**config.mk**
```make
export PLATFORM = sky130hd
export DESIGN_NAME = mlt_arb
export DESIGN_NICKNAME = d
export VERILOG_FILES = /design/src/rtl/mlt_pkg.sv /design/src/rtl/mlt.sv /design/src/rtl/mlt_arb.sv
export SDC_FILE = /design/constraint.sdc
export NUM_CORES = 1
export LEC_CHECK = 0
export ABC_AREA = 1
export CORE_AREA = 2 2 158 160
export CTS_CLUSTER_SIZE = 25
export DETAILED_ROUTE_END_ITERATION = 10
export DIE_AREA = 0 0 160 162
export PLACE_DENSITY = 0.6
export SYNTH_ARGS = -nofsm -noshare
export SYNTH_HDL_FRONTEND = slang
export SYNTH_SLANG_ARGS = --single-unit
```
**constraint.sdc**
```tcl
create_clock -name clk_i -period 1.8 [get_ports clk_i]
set_input_delay 0.27 -clock clk_i [delete_from_list [all_inputs] [get_ports clk_i]]
set_output_delay 0.27 -clock clk_i [all_outputs]
set_load 0.01 [all_outputs]
```
**src/rtl/mlt_pkg.sv**
```systemverilog
// Shared widths, FSM encoding and the round-robin grant helper for the
// two-requester multiplier arbiter.
package mlt_pkg;

  localparam int A_W       = 16;
  localparam int B_W       = 8;
  localparam int Y_W       = 24;
  localparam int MLT_STEPS = 8;

  typedef enum logic [1:0] {
    ST_IDLE  = 2'd0,
    ST_START = 2'd1,
    ST_WAIT  = 2'd2
  } state_t;

  // On a tie the requester that was not served last wins.
  function automatic logic pick_grant(input logic req0, input logic req1, input logic last);
    logic g;
    if (req0 && req1) begin
      g = ~last;
    end else if (req1) begin
      g = 1'b1;
    end else begin
      g = 1'b0;
    end
    return g;
  endfunction

endpackage

```
**src/rtl/mlt.sv**
```systemverilog
// Unsigned 16x8 shift-add multiplier: one start pulse, eight add/shift steps,
// busy high while stepping, full 24-bit product held on y_bo afterwards.
module mlt
  import mlt_pkg::*;
(
  input  logic           clk_i,
  input  logic           rst_i,
  input  logic           start_i,
  input  logic [A_W-1:0] a_bi,
  input  logic [B_W-1:0] b_bi,
  output logic           busy_o,
  output logic [Y_W-1:0] y_bo
);

  localparam logic [3:0] LAST_STEP = 4'(MLT_STEPS - 1);

  logic [Y_W-1:0] mcand_r;
  logic [Y_W-1:0] acc_r;
  logic [B_W-1:0] mplier_r;
  logic [3:0]     cnt_r;
  logic           busy_r;

  // Operand load on start, then one conditional add and shift per cycle.
  always_ff @(posedge clk_i) begin
    if (rst_i) begin
      mcand_r  <= {Y_W{1'b0}};
      acc_r    <= {Y_W{1'b0}};
      mplier_r <= {B_W{1'b0}};
      cnt_r    <= 4'd0;
      busy_r   <= 1'b0;
    end else if (busy_r) begin
      if (mplier_r[0]) begin
        acc_r <= acc_r + mcand_r;
      end
      mcand_r  <= mcand_r << 1;
      mplier_r <= mplier_r >> 1;
      cnt_r    <= cnt_r + 4'd1;
      if (cnt_r == LAST_STEP) begin
        busy_r <= 1'b0;
      end
    end else if (start_i) begin
      mcand_r  <= {{(Y_W - A_W){1'b0}}, a_bi};
      mplier_r <= b_bi;
      acc_r    <= {Y_W{1'b0}};
      cnt_r    <= 4'd0;
      busy_r   <= 1'b1;
    end
  end

  assign busy_o = busy_r;
  assign y_bo   = acc_r;

endmodule

```
**src/rtl/mlt_arb.sv**
```systemverilog
// Round-robin arbiter that shares one mlt instance between two requesters and
// returns each product with a one-cycle done pulse.
module mlt_arb
  import mlt_pkg::*;
(
  input  logic           clk_i,
  input  logic           rst_i,
  input  logic           req0_i,
  input  logic [A_W-1:0] a0_bi,
  input  logic [B_W-1:0] b0_bi,
  output logic           busy0_o,
  output logic           done0_o,
  output logic [Y_W-1:0] y0_bo,
  input  logic           req1_i,
  input  logic [A_W-1:0] a1_bi,
  input  logic [B_W-1:0] b1_bi,
  output logic           busy1_o,
  output logic           done1_o,
  output logic [Y_W-1:0] y1_bo
);

  state_t         state_r, state_s;
  logic           start_r, start_s;
  logic           gnt_r, gnt_s;
  logic           last_r, last_s;
  logic [A_W-1:0] a_r, a_s;
  logic [B_W-1:0] b_r, b_s;
  logic           busy0_r, busy0_s, busy1_r, busy1_s;
  logic           done0_r, done0_s, done1_r, done1_s;
  logic [Y_W-1:0] y0_r, y0_s, y1_r, y1_s;
  logic           mlt_busy_s;
  logic [Y_W-1:0] mlt_y_s;

  mlt u_mlt (
    .clk_i  (clk_i),
    .rst_i  (rst_i),
    .start_i(start_r),
    .a_bi   (a_r),
    .b_bi   (b_r),
    .busy_o (mlt_busy_s),
    .y_bo   (mlt_y_s)
  );

  // Next-state and next-output logic; only the granted side's outputs move.
  always_comb begin
    state_s = state_r;
    start_s = start_r;
    gnt_s   = gnt_r;
    last_s  = last_r;
    a_s     = a_r;
    b_s     = b_r;
    busy0_s = busy0_r;
    busy1_s = busy1_r;
    done0_s = 1'b0;
    done1_s = 1'b0;
    y0_s    = y0_r;
    y1_s    = y1_r;
    case (state_r)
      ST_IDLE: begin
        if (req0_i || req1_i) begin
          gnt_s = pick_grant(req0_i, req1_i, last_r);
          if (gnt_s) begin
            a_s     = a1_bi;
            b_s     = b1_bi;
            busy1_s = 1'b1;
          end else begin
            a_s     = a0_bi;
            b_s     = b0_bi;
            busy0_s = 1'b1;
          end
          start_s = 1'b1;
          state_s = ST_START;
        end else begin
          state_s = ST_IDLE;
        end
      end
      ST_START: begin
        start_s = 1'b0;
        state_s = ST_WAIT;
      end
      ST_WAIT: begin
        if (!mlt_busy_s) begin
          if (gnt_r) begin
            y1_s    = mlt_y_s;
            done1_s = 1'b1;
            busy1_s = 1'b0;
          end else begin
            y0_s    = mlt_y_s;
            done0_s = 1'b1;
            busy0_s = 1'b0;
          end
          last_s  = gnt_r;
          state_s = ST_IDLE;
        end else begin
          state_s = ST_WAIT;
        end
      end
      default: begin
        state_s = ST_IDLE;
        start_s = 1'b0;
        busy0_s = 1'b0;
        busy1_s = 1'b0;
      end
    endcase
  end

  // State and output registers; reset aborts any operation in flight.
  always_ff @(posedge clk_i) begin
    if (rst_i) begin
      state_r <= ST_IDLE;
      start_r <= 1'b0;
      gnt_r   <= 1'b0;
      last_r  <= 1'b1;
      a_r     <= {A_W{1'b0}};
      b_r     <= {B_W{1'b0}};
      busy0_r <= 1'b0;
      busy1_r <= 1'b0;
      done0_r <= 1'b0;
      done1_r <= 1'b0;
      y0_r    <= {Y_W{1'b0}};
      y1_r    <= {Y_W{1'b0}};
    end else begin
      state_r <= state_s;
      start_r <= start_s;
      gnt_r   <= gnt_s;
      last_r  <= last_s;
      a_r     <= a_s;
      b_r     <= b_s;
      busy0_r <= busy0_s;
      busy1_r <= busy1_s;
      done0_r <= done0_s;
      done1_r <= done1_s;
      y0_r    <= y0_s;
      y1_r    <= y1_s;
    end
  end

  assign busy0_o = busy0_r;
  assign busy1_o = busy1_r;
  assign done0_o = done0_r;
  assign done1_o = done1_r;
  assign y0_bo   = y0_r;
  assign y1_bo   = y1_r;

endmodule

```
==> implementation parameters <==
Parameter                              Value

Detailed routing
  Wire per inst ... 12.8 µm
  Total length of routed wires ... ~20000 µm
  Via/cell ratio ... 4.49
  Drt initial violations ... 480
  Drt first pass iters ... 5
  Number of remaining DRC errors ... 0
  Routed vias ... about 7000
  Antenna-violating nets left ... 0

Die
  Area of the core region ... 24100 µm²
  Die footprint ... 25900 µm²
  Die height ... between 150 and 200 µm
  Cell Rows ... 57
  Starting Density ... 29.7%
  Width of the die ... 160 µm
  Ports ... between 100 and 150

Global route
  GRT Max-Usage Layer ... met2
  Antenna violations before repair ... 0
  GRT Total Usage ... between 10% and 20%
  Met1 track demand over resource in global routing ... 20.5%
  Global routing met2 resource utilization ... 25.5%
  Total grt overflow ... 0
  Pin count of the biggest net entering global routing ... 52
  Wire length of the first global-routing pass ... 32600 µm
  Via count of the first global-routing pass ... 6607
  Met3 track utilization from global routing ... under 10%

Clock tree
  CTS tree ... yes
  Level count of the clock H-tree ... 4
  Hold Buf Count CTS ... 0
  Maximum root-to-sink buffer count ... 2
  Post-CTS setup-driven buffer insertion count ... 0
  Number of sinks handled by clock tree synthesis ... ~140
  Clock-pin slew on the worst setup and hold paths ... 0.06 ns
  Number of clock buffers inserted by TritonCTS ... 17
  Cell chosen for the clock root ... sky130_fd_sc_hd__clkbuf_16
  Worst-skew pair later-pin latency ... ~0.43 ns

Flow run
  Max-capacitance violation count ... 0

Timing
  Tmin final ... roughly 1.7 ns
  Max-slew headroom ... 55.2%
  Final number of max-transition violations ... 0
  Highest clock frequency the design can meet ... ~600 MHz
  Setup-failing EPs final ... 0
  Number of hold violations in the final report ... 0
  Smallest setup slack after layout ... 0.0986 ns
  Part of the cycle the worst path needs ... 94.5%
  Worst Clk Skew ... between 0.01 and 0.015 ns
  Worst Tran Pin Value ... about 0.67 ns

Final layout
  Layout cell share with drive strength beyond 1 ... 15.6%
  Net count of the finished layout ... roughly 1300
  Layout overhead on the synthesized area ... 35.9%
  Most frequent standard cell in the layout excluding fill and tap cells ... sky130_fd_sc_hd__nand2_1
  Share of the core filled with cells in the final layout ... 40.4%
  Count of inserted antenna diode cells ... 0
  Fill cell count ... between 2000 and 3000
  Top library cells by usage in the layout, fill and taps aside ... sky130_fd_sc_hd__nand2_1 (326), sky130_fd_sc_hd__dfxtp_1 (128), sky130_fd_sc_hd__nor2_1 (119)

Critical path
  Worst reg2reg endpoint ... u_mlt.y_bo[22]
  Launch instance of the worst register-to-register path ... u_mlt.mcand_r[0]
  Worst-path fanout max ... 4
  Data required, critical path ... 2.15 ns
  Startpoint Class ... flop
  FF-to-FF path depth ... 10
  Critical path type ... reg -> reg
  Capturing element type of the critical path ... flop
  Crit path launch ... u_mlt.mcand_r[0]
  Arrival time worst endpoint ... 2.05 ns
  R2r setup slk ... just under 0.1 ns

Synthesis
  Share of synthesized area occupied by flip-flops and latches ... 39.7%
  Post-Synthesis Mean Instance Area ... 6.74 µm²
  Post-synthesis cell count ... 1062
  Number of distinct library cells after synthesis ... 35
  Count of state elements after synthesis ... 142
  Warnings from Yosys ... 0
  Netlist Area Pre-Place ... approximately 7000 µm²
  Net Count, Synth ... 1139

Placement
  Global placement routability congestion ... 0.911
  Port-buffer cells ... just over 100
  Minimum setup slack after placement ... 0.00259 ns
  Detailed placer's ending HPWL ... 14600 µm

Worst hold path
  Type of the worst min-delay path ... in -> reg
  End point of the most critical hold path ... b_r[4]
  Min-Delay Path Depth ... 3
  Startpoint of the tightest hold check path ... b0_bi[4]

Status
  Status ... finished, final reports clean

Power
  Peak VDD IR ... between 0.5 and 0.6 mV
  PnR Total Power ... 0.00798 W
  Standby leakage power ... 4.50 nW
  Power density relative to cell area ... 820 nW/µm²
[worst max-delay path by stage]
stage | depth (start not counted) | endpoint | slack, ns
2_1_floorplan | 12 | u_mlt.y_bo[12] | 0.07
3_3_place_gp | 13 | u_mlt.y_bo[16] | 0.02
3_5_place_dp | 13 | u_mlt.y_bo[16] | 0.003
4_1_cts | 13 | u_mlt.y_bo[16] | 0.03
5_1_grt | 13 | u_mlt.y_bo[16] | -0.02
6_report | 10 | u_mlt.y_bo[22] | 0.1
[cell families after synthesis]
family                     synth area share, %
and+or+nand+nor                           32.4
AOI/OAI and AO/OA                         14.3
buffers and inverters                     8.99
DFF                                       39.7
adders and majority gates                 4.48
xor gates and xnor gates                 0.122
[Yosys cell counts, drive strengths merged]
cell type | instances | area [µm²]
nand2 | 344 | 1330
dfxtp | 142 | 2840
nor2 | 137 | 597
inv | 116 | 435
o21ai | 88 | 444
a21oi | 65 | 348
nand3 | 44 | 255
buf | 27 | 144
a31oi | 24 | 150
ha | 24 | 300
clkbuf | 17 | 63.8
a22oi | 7 | 52.6
nand3b | 6 | 45.0
nand4 | 6 | 37.5
nor3 | 5 | 25.0
or2 | 3 | 18.8
a21o | 2 | 16.3
o211ai | 2 | 15.0
and2 | 1 | 6.26
fa | 1 | 20.0
xor2 | 1 | 8.76
[report_power, final]
part           switching, W  internal [W]
sequential         0.000134       0.00334
combinational      0.000583      0.000483
clock               0.00144       0.00200
total               0.00215       0.00582
[registers in the layout (all words and copies together), names as in the netlist, 4 cells and up]
register,count
b_r,8
y1_bo,24
u_mlt.y_bo,24
y0_bo,24
u_mlt.mcand_r,24
u_mlt.cnt_r,4
a_r,16
u_mlt.mplier_r,8
[worst max-delay path, stage by stage (launching register included)]
cell	delay (ns)
sky130_fd_sc_hd__dfxtp_1	0.34
sky130_fd_sc_hd__ha_4	0.17
sky130_fd_sc_hd__fa_2	0.34
sky130_fd_sc_hd__buf_4	0.15
sky130_fd_sc_hd__nand2_1	0.07
sky130_fd_sc_hd__nand3_2	0.11
sky130_fd_sc_hd__nand2_1	0.11
sky130_fd_sc_hd__nand3_1	0.08
sky130_fd_sc_hd__nand2_1	0.06
sky130_fd_sc_hd__nand3_1	0.07
sky130_fd_sc_hd__a21oi_1	0.13
[repair_timing]
item	4_1_cts	5_1_grt
setup endpoints to repair	2	19
gates resized for setup	1	54
pin swaps	0	2
gates cloned	0	0
[stage by stage]
step | cell area (µm²) | hold slack, ns | setup TNS [ns] | cells
floorplan | 7160 | 0.422 | 0 | 1062
global placement | 8870 | 0.453 | 0 | 1503
detailed placement | 8870 | 0.452 | 0 | 1503
CTS | 9460 | 0.393 | 0 | 1535
global route | 9730 | 0.413 | -0.0540 | 1535
finish | 9730 | 0.409 | 0 | 1535
[area by class of cell]
type                            count  area, µm²  area share, %
Tap cell                          324        405           4.17
Inverter                          116        435           4.48
Timing Repair Buffer              161       1520           15.6
Clock inverter                     13        129           1.32
Clock buffer                       19        453           4.66
Multi-Input combinational cell    760       3930           40.4
Sequential cell                   142       2860           29.4
[metal layers]
| layer | up-vias | part of all wire [%] |
|---|---|---|
| li1 | 3656 | - |
| met1 | 3080 | 49 |
| met2 | 135 | 46 |
| met3 | 21 | 3.8 |
| met4 | 0 | 1.6 |
| met5 | - | 0 |
Note: power is estimated with default switching activity, not from simulation.
